### config.mk
export PLATFORM = sky130hd
export DESIGN_NAME = shift_add_mult
export DESIGN_NICKNAME = d
export VERILOG_FILES = /design/src/rtl/shift_add_mult.sv
export SDC_FILE = /design/constraint.sdc
export NUM_CORES = 1
export LEC_CHECK = 0
export CORE_AREA = 2 2 64 78
export DETAILED_ROUTE_END_ITERATION = 6
export DIE_AREA = 0 0 66 80
export HOLD_SLACK_MARGIN = 0.06
export PLACE_DENSITY = 0.74
export SETUP_SLACK_MARGIN = 0.1
export SLEW_MARGIN = 20
export SYNTH_ARGS = -nofsm -noshare
export SYNTH_HDL_FRONTEND = slang
export SYNTH_SLANG_ARGS = --single-unit
### constraint.sdc
create_clock -name clk -period 11.8 [get_ports clk]
set_input_delay 2.36 -clock clk [delete_from_list [all_inputs] [get_ports clk]]
set_output_delay 2.36 -clock clk [all_outputs]
set_load 0.005 [all_outputs]
### src/rtl/shift_add_mult.sv
// Sequential unsigned shift-and-add multiplier with a start/busy/done handshake.
// Optional feature macro: SHIFT_ADD_MULT_ZERO_BYPASS_EN (zero operands finish after one RUN cycle).

module RCAgen (
  input  logic [7:0] a,
  input  logic [7:0] b,
  input  logic       cin,
  output logic [7:0] sum,
  output logic       cout
);

  // 8-bit ripple-carry chain, one full adder per bit
  always_comb begin : ripple
    logic carry;
    carry = cin;
    sum   = 8'h00;
    for (int i = 0; i < 8; i++) begin
      sum[i] = a[i] ^ b[i] ^ carry;
      carry  = (a[i] & b[i]) | (carry & (a[i] ^ b[i]));
    end
    cout = carry;
  end

endmodule

module rca_generic #(
  parameter int WIDTH = 8
) (
  input  logic [WIDTH-1:0] a,
  input  logic [WIDTH-1:0] b,
  input  logic             cin,
  output logic [WIDTH-1:0] sum,
  output logic             cout
);

  // Same ripple structure as RCAgen for widths other than 8
  always_comb begin : ripple
    logic carry;
    carry = cin;
    sum   = '0;
    for (int i = 0; i < WIDTH; i++) begin
      sum[i] = a[i] ^ b[i] ^ carry;
      carry  = (a[i] & b[i]) | (carry & (a[i] ^ b[i]));
    end
    cout = carry;
  end

endmodule

module shift_add_mult #(
  parameter int WIDTH = 8
) (
  input  logic               clk,
  input  logic               reset_n,
  input  logic               start,
  input  logic [WIDTH-1:0]   x,
  input  logic [WIDTH-1:0]   y,
  output logic               busy,
  output logic               done,
  output logic [2*WIDTH-1:0] product
);

  localparam int CW = $clog2(WIDTH) + 1;
  localparam logic [CW-1:0] CNT_LAST = CW'(WIDTH - 1);

  typedef enum logic [1:0] {
    IDLE = 2'b00,
    RUN  = 2'b01,
    DONE = 2'b10
  } state_t;

  state_t             state_r;
  state_t             state_nxt_s;
  logic [WIDTH-1:0]   mcand_r;
  logic [WIDTH:0]     acc_r;
  logic [WIDTH-1:0]   mplier_r;
  logic [CW-1:0]      cnt_r;
  logic [2*WIDTH-1:0] product_r;
  logic               busy_r;
  logic               done_r;

  logic [WIDTH-1:0]   add_sum_s;
  logic               add_cout_s;
  logic [WIDTH:0]     step_s;
  logic               last_s;
  logic               zero_hit_s;

  generate
    if (WIDTH == 8) begin : g_rca8
      RCAgen u_rca (
        .a    (acc_r[WIDTH-1:0]),
        .b    (mcand_r),
        .cin  (1'b0),
        .sum  (add_sum_s),
        .cout (add_cout_s)
      );
    end else begin : g_rcan
      rca_generic #(.WIDTH(WIDTH)) u_rca (
        .a    (acc_r[WIDTH-1:0]),
        .b    (mcand_r),
        .cin  (1'b0),
        .sum  (add_sum_s),
        .cout (add_cout_s)
      );
    end
  endgenerate

  // Conditional add for the current multiplier bit; acc_r[WIDTH] is always zero after a shift
  always_comb begin
    step_s = {acc_r[WIDTH], acc_r[WIDTH-1:0]};
    if (mplier_r[0]) begin
      step_s = {add_cout_s, add_sum_s};
    end else begin
      step_s = {acc_r[WIDTH], acc_r[WIDTH-1:0]};
    end
  end

  // Final RUN step detection, plus the optional early exit for zero operands
  always_comb begin
    last_s = (cnt_r == CNT_LAST);
`ifdef SHIFT_ADD_MULT_ZERO_BYPASS_EN
    zero_hit_s = (cnt_r == {CW{1'b0}}) &&
                 ((mcand_r == {WIDTH{1'b0}}) || (mplier_r == {WIDTH{1'b0}}));
`else
    zero_hit_s = 1'b0;
`endif
  end

  // Next-state decode
  always_comb begin
    state_nxt_s = state_r;
    case (state_r)
      IDLE: begin
        if (start) begin
          state_nxt_s = RUN;
        end else begin
          state_nxt_s = IDLE;
        end
      end
      RUN: begin
        if (zero_hit_s || last_s) begin
          state_nxt_s = DONE;
        end else begin
          state_nxt_s = RUN;
        end
      end
      DONE:    state_nxt_s = IDLE;
      default: state_nxt_s = IDLE;
    endcase
  end

  // State register and registered handshake outputs
  always_ff @(posedge clk or negedge reset_n) begin
    if (!reset_n) begin
      state_r <= IDLE;
      busy_r  <= 1'b0;
      done_r  <= 1'b0;
    end else begin
      state_r <= state_nxt_s;
      busy_r  <= (state_nxt_s != IDLE);
      done_r  <= (state_nxt_s == DONE);
    end
  end

  // Datapath: operand capture, add-and-shift steps, product update on entry to DONE
  always_ff @(posedge clk or negedge reset_n) begin
    if (!reset_n) begin
      mcand_r   <= {WIDTH{1'b0}};
      acc_r     <= {(WIDTH+1){1'b0}};
      mplier_r  <= {WIDTH{1'b0}};
      cnt_r     <= {CW{1'b0}};
      product_r <= {(2*WIDTH){1'b0}};
    end else begin
      case (state_r)
        IDLE: begin
          if (start) begin
            mcand_r  <= x;
            mplier_r <= y;
            acc_r    <= {(WIDTH+1){1'b0}};
            cnt_r    <= {CW{1'b0}};
          end
        end
        RUN: begin
          acc_r    <= {1'b0, step_s[WIDTH:1]};
          mplier_r <= {step_s[0], mplier_r[WIDTH-1:1]};
          cnt_r    <= cnt_r + {{(CW-1){1'b0}}, 1'b1};
          if (zero_hit_s) begin
            product_r <= {(2*WIDTH){1'b0}};
          end else if (last_s) begin
            product_r <= {step_s, mplier_r[WIDTH-1:1]};
          end
        end
        default: begin
        end
      endcase
    end
  end

  assign busy    = busy_r;
  assign done    = done_r;
  assign product = product_r;

endmodule

## After elaboration in Yosys (flattened, before gate mapping)

Index checks and enable logic that the tools add are counted.

- Add/subtract/negate cells: 1
- Bitwise logic cells: 37
- Reduce and logical (&&, ||, !) cells: 6
- Multiplexer cells: 10
- Eq/ne operators: 4

Operators with widths:

| kind | number |
|---|---|
| $mux W9 | 2 |
| $pmux W9 S2 | 1 |
| $pmux W8 S2 | 1 |
| $and A1 B1 Y1 | 15 |
| $xor A1 B1 Y1 | 15 |
| $mux W8 | 1 |
| $pmux W4 S2 | 1 |
| $or A1 B1 Y1 | 7 |
| $reduce_and A2 Y1 | 3 |
| $add A4 B1 Y4 const B | 1 |
| $eq A4 B3 Y1 const B | 1 |
| $mux W4 | 1 |
| $pmux W2 S2 | 1 |
| $reduce_bool A2 Y1 | 2 |
| $eq A2 B1 Y1 const B | 1 |
| $eq A2 B2 Y1 const B | 1 |
| $logic_not A2 Y1 | 1 |
| $mux W2 | 1 |
| $ne A2 B2 Y1 const B | 1 |
| $mux W1 | 1 |

- Logic and storage cells: 66
- Register bits after elaboration: 49

## Depth between registers and ports, before layout

- Depth in word-level cells: 17
- Gate-level depth with buffers: 13

## Modules after synthesis

From an unflattened synthesis, not the netlist that was laid out.

- Cell total of the unflattened synthesis: 195
- Area, all modules: 2,198.4 µm²

Modules (own cells, without submodules):

| module | cells an instance | seq. area each (µm²) | area an instance (µm²) | instances |
|---|---|---|---|---|
| shift_add_mult | 177 | 1,201.2 | 2,000.7 | 1 |
| RCAgen | 18 | 0.0 | 197.7 | 1 |

## Worst setup path before layout

OpenSTA, ideal clock, no wires.

- Path kind: flip-flop to flip-flop
- From: register acc_r[0]
- To: register product_r[14] (netlist: product[14])
- Arrival time: 3.733 ns
- Setup time: 0.125 ns
- Slack: 7.941 ns
- Required time: 11.675 ns
- Cell stages (with the launch flop): 13
- Path through: dfrtp_1 > ha_1 > inv_1 > fa_1 > fa_1 > fa_1 > fa_1 > fa_1 > fa_1 > inv_1 > fa_1 > mux2_2 > mux2_4

- Longest elaborated chain between the ends: 15

RTL lines:

| element | line | RTL |
|---|---|---|
| start, declared | 75 | `logic [WIDTH:0] acc_r;` |
| start signal, assigned | 169 | `acc_r <= {(WIDTH+1){1'b0}};` |
| start signal, assigned | 179 | `acc_r <= {(WIDTH+1){1'b0}};` |
| start signal, assigned | 184 | `acc_r <= {1'b0, step_s[WIDTH:1]};` |
| $and A1 B1 Y1 (2 in series) | 19 | `carry = (a[i] & b[i]) \| (carry & (a[i] ^ b[i]));` |
| $or A1 B1 Y1 | 19 |  |
| $and A1 B1 Y1 | 19 |  |
| $or A1 B1 Y1 | 19 |  |
| $and A1 B1 Y1 | 19 |  |
| $or A1 B1 Y1 | 19 |  |
| $and A1 B1 Y1 | 19 |  |
| $or A1 B1 Y1 | 19 |  |
| $and A1 B1 Y1 | 19 |  |
| $or A1 B1 Y1 | 19 |  |
| $and A1 B1 Y1 | 19 |  |
| $or A1 B1 Y1 | 19 |  |
| $xor A1 B1 Y1 | 18 | `sum[i] = a[i] ^ b[i] ^ carry;` |
| $mux W9 | 111 | `if (mplier_r[0]) begin` |
| end signal, assigned | 172 | `product_r <= {(2*WIDTH){1'b0}};` |
| end signal, assigned | 188 | `product_r <= {(2*WIDTH){1'b0}};` |
| end signal, assigned | 190 | `product_r <= {step_s, mplier_r[WIDTH-1:1]};` |
| end, declared | 78 | `logic [2*WIDTH-1:0] product_r;` |

No other way between the ends.
A chain may end at the register's enable or synchronous reset.

## Worst setup path after layout

Ends and elaborated chain as after synthesis.

==> reports/summary.txt <==
========================================================================================
Run status ................................................................ complete, no violations
Upper clock frequency limit ...............................................    250.3 MHz
Main combinational cell family by area after synthesis .................... simple AND/OR/NAND/NOR gates
Total Power Consumption ...................................................     724.8 uW
Cell chosen for the clock root ............................................ sky130_fd_sc_hd__clkbuf_8
CP cell instances ......................................................... ha_1 > inv_1 > fa_1 > fa_1 > fa_1 > fa_1 > fa_1 > fa_1 > inv_1 > fa_1 > mux2_2 > mux2_4
Site Rows .................................................................           27
Worst EP arrival ..........................................................      4.18 ns
IO Count ..................................................................           37
Antenna cells .............................................................            0
Total clock buffers created by CTS ........................................            5
Netlist area before placement .............................................     2215 um2
Critical Path Most Common Cell ............................................ sky130_fd_sc_hd__fa_1
Total congestion overflow after global routing ............................            0
H-tree Lvls ...............................................................            2
Die Ht ....................................................................        80 um
Worst-Skew Late Latency ...................................................      0.30 ns
Die Footprint .............................................................     5280 um2
Detailed Routing Iterations Pass 1 ........................................            4
Hold Violations, Final ....................................................            0
GR Util All Layers ........................................................       0.1741
Required arrival time at the worst endpoint ...............................     11.99 ns
Count of placed standard cells including taps .............................          279
Synth-to-layout area growth ...............................................       20.85%
Post-Place Cell Area ......................................................     2596 um2
Critical Setup Path Class ................................................. flip-flop to flip-flop
Count of synthesis-stage warnings from yosys ..............................            0
Worst hold path type ...................................................... flip-flop to flip-flop
Most common cell after layout, fill and taps aside ........................ sky130_fd_sc_hd__dfrtp_1
Count of non-filler cells in the finished layout ..........................          286
Portion of netlist area occupied by mux cells .............................       0.1136
Category of cells accounting for the largest share of critical-path delay .  adder cells
Maximum clock path buffer count ...........................................            2
Largest stage delay, worst path ...........................................      0.40 ns
Weighted congestion reported at the end of routability-driven placement ...       0.7550
Simple-gate portion of the synthesized area ...............................       0.1237
Detailed-route wire length ................................................      4028 um
Initial core utilization ..................................................       0.4892
Clock period minus final worst setup slack ................................     3.994 ns
Number of buffers inserted by post-CTS setup repair .......................            0
Mean instance size in the synthesized netlist .............................    11.47 um2
Rel. slew slack ...........................................................       0.3116
Portion of the post-synthesis area used by sequential elements ............       0.5424
Total number of vias ......................................................         1446
Most used flip-flop cell after synthesis .................................. sky130_fd_sc_hd__dfrtp_1
CP startpoint kind ........................................................    flip-flop
Floorplan Core Area .......................................................     4527 um2
Quantity of hold-fixing buffers added after cts ...........................            0
FFs w/ async S/R, synth ...................................................        1.000
Buffers & Inverters on Critical Path ......................................            2
Share of cells above drive strength 1 .....................................       0.1272
Final-layout fill cell count ..............................................          396
Mapped Cells ..............................................................          193
Setup violations, final ...................................................            0
Clock transition at the registers of the reported paths ...................      0.08 ns
DRC errors left ...........................................................            0
Post-synthesis sequential element count ...................................           48
Post-cts resize count .....................................................            0
Compound-cell area share of the yosys netlist .............................      0.09096
Number of maximum-capacitance violations ..................................            0
Adder-Cell Fraction of Synth Area .........................................      0.07458
Via count of the first global-routing pass ................................         1515
TritonCTS clock tree ......................................................        built
RSZ-0062 raised after global routing ......................................        false
Smallest hold slack .......................................................    0.4941 ns
Global-route wire length before repair ....................................      6934 um
Residual antenna-violating net count after detailed routing ...............            0
HPWL after detailed placement .............................................      2752 um
Crit path max fanout ......................................................            3
Horizontal die dimension ..................................................        66 um
Post-synthesis net count ..................................................          221
Cell with the largest stage delay on the worst path ....................... sky130_fd_sc_hd__fa_1
Max Transition Viols Final ................................................            0
P_leak ....................................................................     1.190 nW
Count of flip-flops with a built-in enable after synthesis ................            0
Largest net degree at the start of global routing .........................           49
Tcrit/Tclk final ..........................................................       0.3385
Total Negative Setup Slacks ...............................................         0 ns
1st-iter DRT viols ........................................................           69
Power density of the placed cells ......................................... 270.8 nW/um2
Number of port buffers ....................................................           36
Least-Margin Pin Slew .....................................................     1.029 ns
Endpoint class of the critical path .......................................    flip-flop
Routed wire per std cell ..................................................     14.08 um
Post-synthesis cell type count ............................................           30
Final-stage net count .....................................................          256
Peak ir drop on the vdd network ...........................................    0.1355 mV
Sink Count ................................................................           48
Most used cells in the layout excluding fill and tap cells ................ 48 x sky130_fd_sc_hd__dfrtp_1, 35 x sky130_fd_sc_hd__clkdlybuf4s50_1, 24 x sky130_fd_sc_hd__nand2_1, 16 x sky130_fd_sc_hd__inv_1, 12 x sky130_fd_sc_hd__nor3_1
Clock skew after layout ...................................................  0.006065 ns
Via density ...............................................................        5.056
Initial antenna violation count ...........................................            0
Post-synthesis xor/xnor area fraction .....................................            0
Post-layout instance area .................................................     2676 um2
========================================================================================
-- tightest hold or removal path, delay by kind of cell (launching register included) --
family | cells | cell delay, ns
DFF | 1 | 0.35
and+or+nand+nor | 2 | 0.11
-- final timing paths --
path	start	to	slack, ns	depth (start not counted)
max reg2reg	acc_r[0]	product[14]	7.81	12
min	mcand_r[0]	mcand_r[0]	0.49	2
min in group asynchronous	reset_n	done	2.06	1
max	acc_r[0]	product[14]	7.81	12
max in group asynchronous	reset_n	mcand_r[2]	9.34	1
min reg2reg	mcand_r[0]	mcand_r[0]	0.49	2
-- area by class of cell --
| class | count | area, um2 | share of cell area |
|---|---|---|---|
| Clock buffer | 6 | 72.57 | 0.02712 |
| Tap cell | 58 | 72.57 | 0.02712 |
| Inverter | 16 | 60.06 | 0.02244 |
| Multi-Input combinational cell | 119 | 892.1 | 0.3333 |
| Sequential cell | 48 | 1201 | 0.4488 |
| Timing Repair Buffer | 38 | 372.9 | 0.1393 |
| Clock inverter | 1 | 5.005 | 0.001870 |
-- kinds of logic after synthesis --
| kind of cell | count (synthesis) |
|---|---|
| compound gates | 33 |
| fa+ha+maj | 9 |
| buf+inv | 26 |
| flops | 48 |
| mux | 20 |
| simple gates | 57 |
-- sequential cells by signal, summed over array words and instances (netlist names) --
name	flops
mcand_r	8
busy	1
mplier_r	8
state_r	2
cnt_r	4
acc_r	8
done	1
product	16
-- synthesized netlist by cell type (2+ instances only) --
master                      n  share of area
sky130_fd_sc_hd__clkbuf_1   8          0.014
sky130_fd_sc_hd__inv_1     16          0.027
sky130_fd_sc_hd__a21oi_1    6          0.014
sky130_fd_sc_hd__o21ai_0   10          0.023
sky130_fd_sc_hd__dfrtp_1   48           0.54
sky130_fd_sc_hd__o22ai_1    6          0.017
sky130_fd_sc_hd__nor3_1    12          0.027
sky130_fd_sc_hd__mux2i_1    3          0.014
sky130_fd_sc_hd__a21o_1     6          0.020
sky130_fd_sc_hd__mux2_2     9          0.046
sky130_fd_sc_hd__nand3_1    2         0.0045
sky130_fd_sc_hd__nor2_1    11          0.019
sky130_fd_sc_hd__o21bai_1   2         0.0068
sky130_fd_sc_hd__mux2_4     8          0.054
sky130_fd_sc_hd__ha_1       2          0.011
sky130_fd_sc_hd__fa_1       7          0.063
sky130_fd_sc_hd__nand2_1   24          0.041
-- per-stage QoR --
stage | setup WS [ns] | util
floorplan | 7.941 | -
global placement | 7.874 | 0.5735
detailed placement | 7.782 | 0.5735
CTS | 7.798 | 0.5907
global route | 7.621 | 0.5912
finish | 7.806 | 0.5912
-- per-layer routing --
layer / wire length, um / global-route usage / up-vias
met4: 61 / 0.07551 / 0
met1: 1817 / 0.2264 / 699
met5: 0 / 0 / -
met2: 1972 / 0.2747 / 32
met3: 176 / 0.04513 / 6
li1: - / - / 709
-- report_power, final --
part | internal, mW | switching [mW] | total [mW] | leakage, nW
registers | 0.244 | 0.0548 | 0.299 | 0.574
logic | 0.183 | 0.153 | 0.336 | 0.574
clock network | 0.0403 | 0.0499 | 0.0902 | 0.0410
No activity file was read; power rests on OpenSTA's default activity.
